--- src/rtl/mac_matvec_sequencer.sv ---
// Matrix-vector sequencer: walks A (row-major) and x through a 1-cycle RAM read,
// feeds the external signed MAC and writes one 19-bit dot product per row.
module mac_matvec_sequencer #(
    parameter int unsigned ROWS = 8,
    parameter int unsigned COLS = 8,
    parameter int unsigned A_AW = 6,
    parameter int unsigned X_AW = 3,
    parameter int unsigned R_AW = 3
) (
    input  logic            clk,
    input  logic            reset_n,
    input  logic            start,
    output logic            busy,
    output logic            done,
    output logic [A_AW-1:0] a_addr,
    input  logic [7:0]      a_rdata,
    output logic [X_AW-1:0] x_addr,
    input  logic [7:0]      x_rdata,
    output logic            mac_clear,
    output logic [7:0]      mac_a,
    output logic [7:0]      mac_b,
    input  logic [18:0]     mac_out,
    output logic            res_we,
    output logic [R_AW-1:0] res_addr,
    output logic [18:0]     res_wdata
);

    localparam int unsigned DW = 8;
    localparam int unsigned RW = 19;

    localparam logic [2:0] S_IDLE  = 3'd0;
    localparam logic [2:0] S_RUN   = 3'd1;
    localparam logic [2:0] S_DRAIN = 3'd2;
    localparam logic [2:0] S_WRITE = 3'd3;
    localparam logic [2:0] S_DONE  = 3'd4;

    localparam logic [X_AW-1:0] LAST_COL = X_AW'(COLS - 1);
    localparam logic [R_AW-1:0] LAST_ROW = R_AW'(ROWS - 1);

    logic [2:0]      state, state_n;
    logic [R_AW-1:0] row, row_n;
    logic [X_AW-1:0] col, col_n;
    logic [A_AW-1:0] a_addr_n;
    logic [X_AW-1:0] x_addr_n;
    logic [R_AW-1:0] res_addr_n;
    logic            mac_clear_n, res_we_n, done_n, busy_n;
    logic            valid_d;

    // State and registered outputs
    always_ff @(posedge clk) begin
        if (!reset_n) begin
            state     <= S_IDLE;
            row       <= '0;
            col       <= '0;
            a_addr    <= '0;
            x_addr    <= '0;
            res_addr  <= '0;
            mac_clear <= 1'b0;
            res_we    <= 1'b0;
            done      <= 1'b0;
            busy      <= 1'b0;
            valid_d   <= 1'b0;
        end else begin
            state     <= state_n;
            row       <= row_n;
            col       <= col_n;
            a_addr    <= a_addr_n;
            x_addr    <= x_addr_n;
            res_addr  <= res_addr_n;
            mac_clear <= mac_clear_n;
            res_we    <= res_we_n;
            done      <= done_n;
            busy      <= busy_n;
            valid_d   <= (state == S_RUN);
        end
    end

    // Next state; a_addr simply increments since rows are contiguous in A
    always_comb begin
        state_n     = state;
        row_n       = row;
        col_n       = col;
        a_addr_n    = a_addr;
        x_addr_n    = x_addr;
        res_addr_n  = res_addr;
        mac_clear_n = 1'b0;
        res_we_n    = 1'b0;
        done_n      = 1'b0;
        case (state)
            S_IDLE: begin
                if (start) begin
                    state_n     = S_RUN;
                    row_n       = '0;
                    col_n       = '0;
                    a_addr_n    = '0;
                    x_addr_n    = '0;
                    mac_clear_n = 1'b1;
                end
            end
            S_RUN: begin
                if (col == LAST_COL) begin
                    state_n = S_DRAIN;
                end else begin
                    col_n    = col + X_AW'(1);
                    a_addr_n = a_addr + A_AW'(1);
                    x_addr_n = x_addr + X_AW'(1);
                end
            end
            S_DRAIN: begin
                state_n    = S_WRITE;
                res_we_n   = 1'b1;
                res_addr_n = row;
            end
            S_WRITE: begin
                if (row == LAST_ROW) begin
                    state_n = S_DONE;
                end else begin
                    state_n     = S_RUN;
                    row_n       = row + R_AW'(1);
                    col_n       = '0;
                    a_addr_n    = a_addr + A_AW'(1);
                    x_addr_n    = '0;
                    mac_clear_n = 1'b1;
                end
            end
            S_DONE: begin
                state_n = S_IDLE;
                done_n  = 1'b1;
            end
            default: state_n = S_IDLE;
        endcase
        busy_n = (state_n == S_RUN) || (state_n == S_DRAIN) || (state_n == S_WRITE);
    end

    // Operands are zeroed outside the valid window so the MAC adds +0
    assign mac_a     = valid_d ? a_rdata : DW'(0);
    assign mac_b     = valid_d ? x_rdata : DW'(0);
    assign res_wdata = res_we ? mac_out : RW'(0);

endmodule

--- config.mk ---
export PLATFORM = sky130hd
export DESIGN_NAME = mac_matvec_sequencer
export DESIGN_NICKNAME = d
export VERILOG_FILES = /design/src/rtl/mac_matvec_sequencer.sv
export SDC_FILE = /design/constraint.sdc
export NUM_CORES = 1
export LEC_CHECK = 0
export ABC_AREA = 0
export ABC_CLOCK_PERIOD_IN_PS = 2500
export CORE_MARGIN = 2
export CORE_UTILIZATION = 37
export CTS_BUF_LIST = sky130_fd_sc_hd__clkbuf_2
export DETAILED_ROUTE_END_ITERATION = 16
export HOLD_SLACK_MARGIN = 0.06
export PLACE_DENSITY_LB_ADDON = 0.3
export SYNTH_ARGS = -nofsm -noshare
export SYNTH_HDL_FRONTEND = slang
export SYNTH_SLANG_ARGS = --single-unit
--- constraint.sdc ---
create_clock -name clk -period 2.5 [get_ports clk]
set_input_delay 0.625 -clock clk [delete_from_list [all_inputs] [get_ports clk]]
set_output_delay 0.625 -clock clk [all_outputs]
set_load 0.005 [all_outputs]
## Yosys cells after proc, flatten, opt, wreduce, memory -nomap -nowiden

Index checks and enable logic that the tools add are counted.

| word-level totals | value |
|---|---|
| bits in registers | 26 |
| logic and storage cells | 58 |

| operators by class | value |
|---|---|
| add/subtract/negate cells | 4 |
| eq/ne operators | 12 |
| muxes and demuxes | 24 |
| reductions and logical operators | 7 |

Operators by type and width:

| kind | number |
|---|---|
| $mux 3 | 8 |
| $mux 19 | 1 |
| $mux 6 | 3 |
| $pmux 3 s3 | 2 |
| $pmux 6 s3 | 1 |
| $mux 8 | 2 |
| $eq 3x2->1 const B | 4 |
| $pmux 3 s4 | 1 |
| $add 3x1->3 const B | 3 |
| $eq 3x3->1 const B | 3 |
| $add 6x1->6 const B | 1 |
| $eq 3x1->1 const B | 2 |
| $ne 2x2->1 const B | 3 |
| $pmux 3 s2 | 1 |
| $mux 1 | 4 |
| $reduce_and 4->1 | 1 |
| $logic_not 3->1 | 1 |
| $reduce_and 3->1 | 1 |
| $reduce_bool 3->1 | 1 |
| $logic_or 1x1->1 | 2 |
| $pmux 1 s2 | 1 |
| $reduce_bool 2->1 | 1 |

## Logic depth before layout (Yosys ltp)

| logic depth | value |
|---|---|
| depth in word-level cells | 6 |
| gate-level depth with buffers | 7 |
| depth with buffers taken out | 6 |

## Least setup slack after synthesis

No wires, ideal clock.

| timing | value |
|---|---|
| path kind | register to register |
| start | register col[0] |
| end | register x_addr[2] |
| setup time | 80 ps |
| arrival | 1807 ps |
| setup slack | 613 ps |
| cell stages (with the launch flop) | 7 |
| buffers on the path | 0 |
| clock period less this slack | 1887 ps |
| cells stage by stage | dfxtp_1 ha_1 ha_1 mux2_4 and2_4 or4_4 a211oi_2 |

| on the way | value |
|---|---|
| cells in the longest elaborated chain, start to end | 3 |

Ends and longest elaborated chain:

| what | line | source |
|---|---|---|
| start, declared | 42 | `logic [X_AW-1:0] col, col_n;` |
| start signal, assigned | 66 | `col <= col_n;` |
| $eq 3x3->1 | 101 | `if (col == LAST_COL) begin` |
| $ne 2x2->1 (no line) | n/a |  |
| $reduce_and 4->1 (no line) | n/a |  |
| end signal, assigned | 68 | `x_addr <= x_addr_n;` |
| end, declared | 17 | `output logic [X_AW-1:0] x_addr,` |

Every way passes these cells.
A chain may end at the register's enable or synchronous reset.

## Worst setup path after layout

| timing | value |
|---|---|
| start | input port mac_out[15] |
| end | output port res_wdata[15] |

| on the way | value |
|---|---|
| cells in the longest elaborated chain, start to end | 1 |

Ends and longest elaborated chain:

| what | line | source |
|---|---|---|
| start, declared | 22 | `input logic [18:0] mac_out,` |
| $mux 19 | 138 | `assign res_wdata = res_we ? mac_out : RW'(0);` |
| end, declared | 25 | `output logic [18:0] res_wdata` |

Every way passes these cells.

==> impl_results.rst <==
.. list-table::
   :header-rows: 1

   * - Metric
     - Value
   * - Outcome
     - finished clean
   * - Post-CTS repair timing setup buffer count
     - 0
   * - Violation count after the first detailed-route iteration
     - 28
   * - Max-Cap Viols
     - 0
   * - Cell-by-cell listing of the critical path
     - clkdlybuf4s50_1, and2_1, clkdlybuf4s50_1
   * - Number of buffers added by the clock tree synthesis step
     - 3
   * - Unrepaired setup endpoints after global routing
     - no
   * - Antenna violations before repair
     - 0
   * - Horiz. Die Dim
     - 65.43 um
   * - Number of buffers added to fix hold violations after cts
     - 0
   * - Number of nets in the synthesized netlist
     - 211
   * - Effective utilization at floorplan
     - 38.43%
   * - Most instantiated flip-flop cell in the synthesis netlist
     - sky130_fd_sc_hd__dfxtp_1
   * - Number of global-route vias before repair
     - 1258
   * - Pin count of the biggest net entering global routing
     - 21
   * - DR WL/cell
     - 12.84 um
   * - Number of fillers in the final layout
     - 320
   * - Delay contributed by the slowest stage of the critical path
     - 510 ps
   * - Maximum clock rate
     - 0.4282 GHz
   * - Sequential-to-total area share from yosys stat
     - 37.28%
   * - Yosys synthesis warning count
     - 0
   * - Clk_lat worst skew
     - ~340 ps
   * - P per Cell Area
     - around 320 mW/mm^2
   * - Share of the synthesized area in the top cell type
     - 37.28%
   * - Cell occurring most often along the worst timing path
     - sky130_fd_sc_hd__clkdlybuf4s50_1
   * - RD Place Congestion
     - 0.7795
   * - Antenna diode instance count
     - 0
   * - Hold WS
     - 493.4 ps
   * - Count of vias placed by the detailed router
     - about 1500
   * - Classification of the worst setup path
     - in2out
   * - Number of buffers inserted by port buffering
     - 88
   * - Area of the die
     - 0.004281 mm^2
   * - Setup WS post-layout
     - 164.5 ps
   * - TritonRoute pass-1 iters
     - 4
   * - Net count, final
     - 299
   * - Worst Setup End Kind
     - primary output
   * - Relative slew slack
     - 67.46%
   * - FFs w/ async S/R, synth
     - 0%
   * - Largest delay share family, worst path
     - buffers and inverters
   * - Top-level port count
     - 89
   * - Number of failing hold endpoints at the final stage
     - 0
   * - Number of remaining DRC errors
     - 0
   * - Crit start category
     - primary input
   * - Clock tree sinks
     - 26
   * - Slew at the pin closest to its max-slew limit
     - ~500 ps
   * - Most numerous cell in the Yosys netlist
     - sky130_fd_sc_hd__and2_1
   * - Cts repair resizes
     - 0
   * - GRT overflow
     - 0
   * - Clock Path Buffers
     - 2
   * - Antenna Violating Nets Remaining
     - 0
   * - First-pass GRT wire length
     - about 6 mm
   * - Post-CTS clock slew at the launch and capture registers of the worst setup and hold paths
     - 240 ps
   * - Count of buffering cells on the critical path with inverters included
     - 2
   * - Flip-flop and latch count after synthesis
     - 26
   * - Layout cell share with drive strength beyond 1
     - roughly 5.5%
   * - Cells taking the most area after synthesis
     - sky130_fd_sc_hd__dfxtp_1 37%, sky130_fd_sc_hd__and2_1 16%, sky130_fd_sc_hd__a21oi_1 5.7%
   * - Synthesis-to-finish area growth
     - 68.10%
   * - Data required time of the critical path
     - between 1500 and 2000 ps
   * - Post-route minimum period
     - 2336 ps
   * - Aggregate negative setup slack
     - 0 ps
   * - Clk root buf
     - sky130_fd_sc_hd__clkbuf_2
   * - Unique cell type count in the Yosys netlist
     - 37
   * - Leak
     - 0.8750 nW
   * - Core Region
     - about 0.0036 mm^2
   * - TritonCTS clock tree
     - yes
   * - Min-Delay Path Class
     - reg2reg
   * - Max FO, Critical Path
     - 1
   * - Detailed Route WL
     - ~3.9 mm
   * - Worst vdd rail ir drop
     - between 400 and 500 uV
   * - Maximum level of the CTS H-tree
     - 1
   * - Worst-path cell with the longest stage delay
     - sky130_fd_sc_hd__clkdlybuf4s50_1
   * - Post-Syn Area
     - 0.001396 mm^2
   * - Share of the clock period used by the worst path after layout
     - 93.42%
   * - Detailed Place HPWL
     - about 3.1 mm
   * - Global-route usage over all layers
     - 17.76%
   * - Number of enable flip-flop cells after synthesis
     - 0
   * - Final setup skew
     - 9.332 ps
   * - Cell count after synthesis
     - 167
   * - FP Rows
     - 22
   * - Number of pins with negative max-slew slack in the final report
     - 0
   * - Pre-CTS worst setup slack
     - 157.0 ps
   * - Mean instance size in the synthesized netlist
     - 8.361 um^2
   * - Cell types with the highest counts after synthesis
     - 35 x sky130_fd_sc_hd__and2_1, 26 x sky130_fd_sc_hd__dfxtp_1, 16 x sky130_fd_sc_hd__a21oi_1
   * - Die Span Y
     - 65.43 um
   * - Post-synth top area cell
     - sky130_fd_sc_hd__dfxtp_1
   * - Final setup violation count
     - 0
   * - Data arrival at the endpoint of the critical path
     - ~1700 ps
   * - Post-detailed-route via-to-cell ratio
     - 4.838
-- final timing paths --
check                                  from             to  slack (ps)  cells after the start
worst min register to register       row[1]         row[1]         490                      2
worst max-delay path            mac_out[15]  res_wdata[15]         160                      3
worst max register to register       col[0]      x_addr[2]         430                      6
worst min-delay path                 row[1]         row[1]         490                      2
-- sequential cells by signal (all words and copies together), names as in the netlist --
| name | cells |
|---|---|
| busy | 1 |
| a_addr | 6 |
| valid_d | 1 |
| mac_clear | 1 |
| row | 3 |
| res_addr | 3 |
| state | 3 |
| done | 1 |
| col | 3 |
| res_we | 1 |
| x_addr | 3 |
-- layer usage --
layer	wire (um)	GRT usage (%)
met5	0	0
met4	39	4.688
met3	260	4.110
met2	1855	29.97
met1	1722	22.77
-- per-stage QoR --
stage | cells | utilization [%] | total power, W | instance area [um^2]
2_1_floorplan | 167 | - | 0.0004908 | 1396
3_3_place_gp | 298 | 64.08 | 0.0005892 | 2328
3_5_place_dp | 298 | 64.08 | 0.0005916 | 2328
4_1_cts | 302 | 64.60 | 0.0007468 | 2347
5_1_grt | 302 | 64.60 | 0.0007820 | 2347
6_report | 302 | 64.60 | 0.0007396 | 2347
-- tightest hold or removal path, delay by kind of cell (launching register included) --
kind / cells / cell delay [ps]
DFF: 1 / 380
and+or+nand+nor: 1 / 60
AOI/OAI and AO/OA: 1 / 50
-- logic make-up (layout without fill, tap and decap cells) --
| kind of cell | Yosys count | count (layout) | share of synthesized area (%) |
|---|---|---|---|
| and+or+nand+nor | 79 | 79 | 34.05 |
| AOI/OAI and AO/OA | 40 | 40 | 17.11 |
| DFF | 26 | 26 | 37.28 |
| buffers and inverters | 13 | 100 | 3.584 |
| adders and majority gates | 6 | 6 | 5.376 |
| muxes | 3 | 3 | 2.598 |
-- where the power goes --
group	switching, W	internal (W)	total, W	leakage [nW]
registers	0.0000123	0.000425	0.000438	0.211
clock network	0.000122	0.0000348	0.000157	0.0140
logic	0.0000460	0.0000992	0.000145	0.650
-- area by class of cell --
type	count	area, um^2	share of cell area [%]
clock buffers	3	15.01	0.6397
clock inverters	1	3.754	0.1599
inverters	5	18.77	0.7996
multi-input cells	128	825.8	35.18
flip-flops and latches	26	520.5	22.17
well taps	48	60.06	2.559
repair buffers	91	903.4	38.49
-- placed cells by master (no fill, tap or decap), drive strengths merged --
cell	netlist	routed
or3b	1	1
and3b	1	1
clkdlybuf4s50	0	88
mux2	2	2
inv	4	4
buf	1	3
and2	36	36
a22oi	1	1
nor4b	1	1
nand2b	3	3
clkinv	1	2
o31ai	4	4
a211oi	1	1
nand2	8	8
nor2	7	7
and4b	1	1
and3	1	1
ha	6	6
nand4	3	3
o21ai	11	11
mux2i	1	1
nand3b	1	1
clkbuf	7	3
or3	2	2
a21oi	17	17
nor3	2	2
or4	6	6
o21ba	1	1
o21bai	1	1
a21o	2	2
nand3	4	4
a31oi	2	2
nor2b	2	2
dfxtp	26	26
No activity file was read; power rests on OpenSTA's default activity.
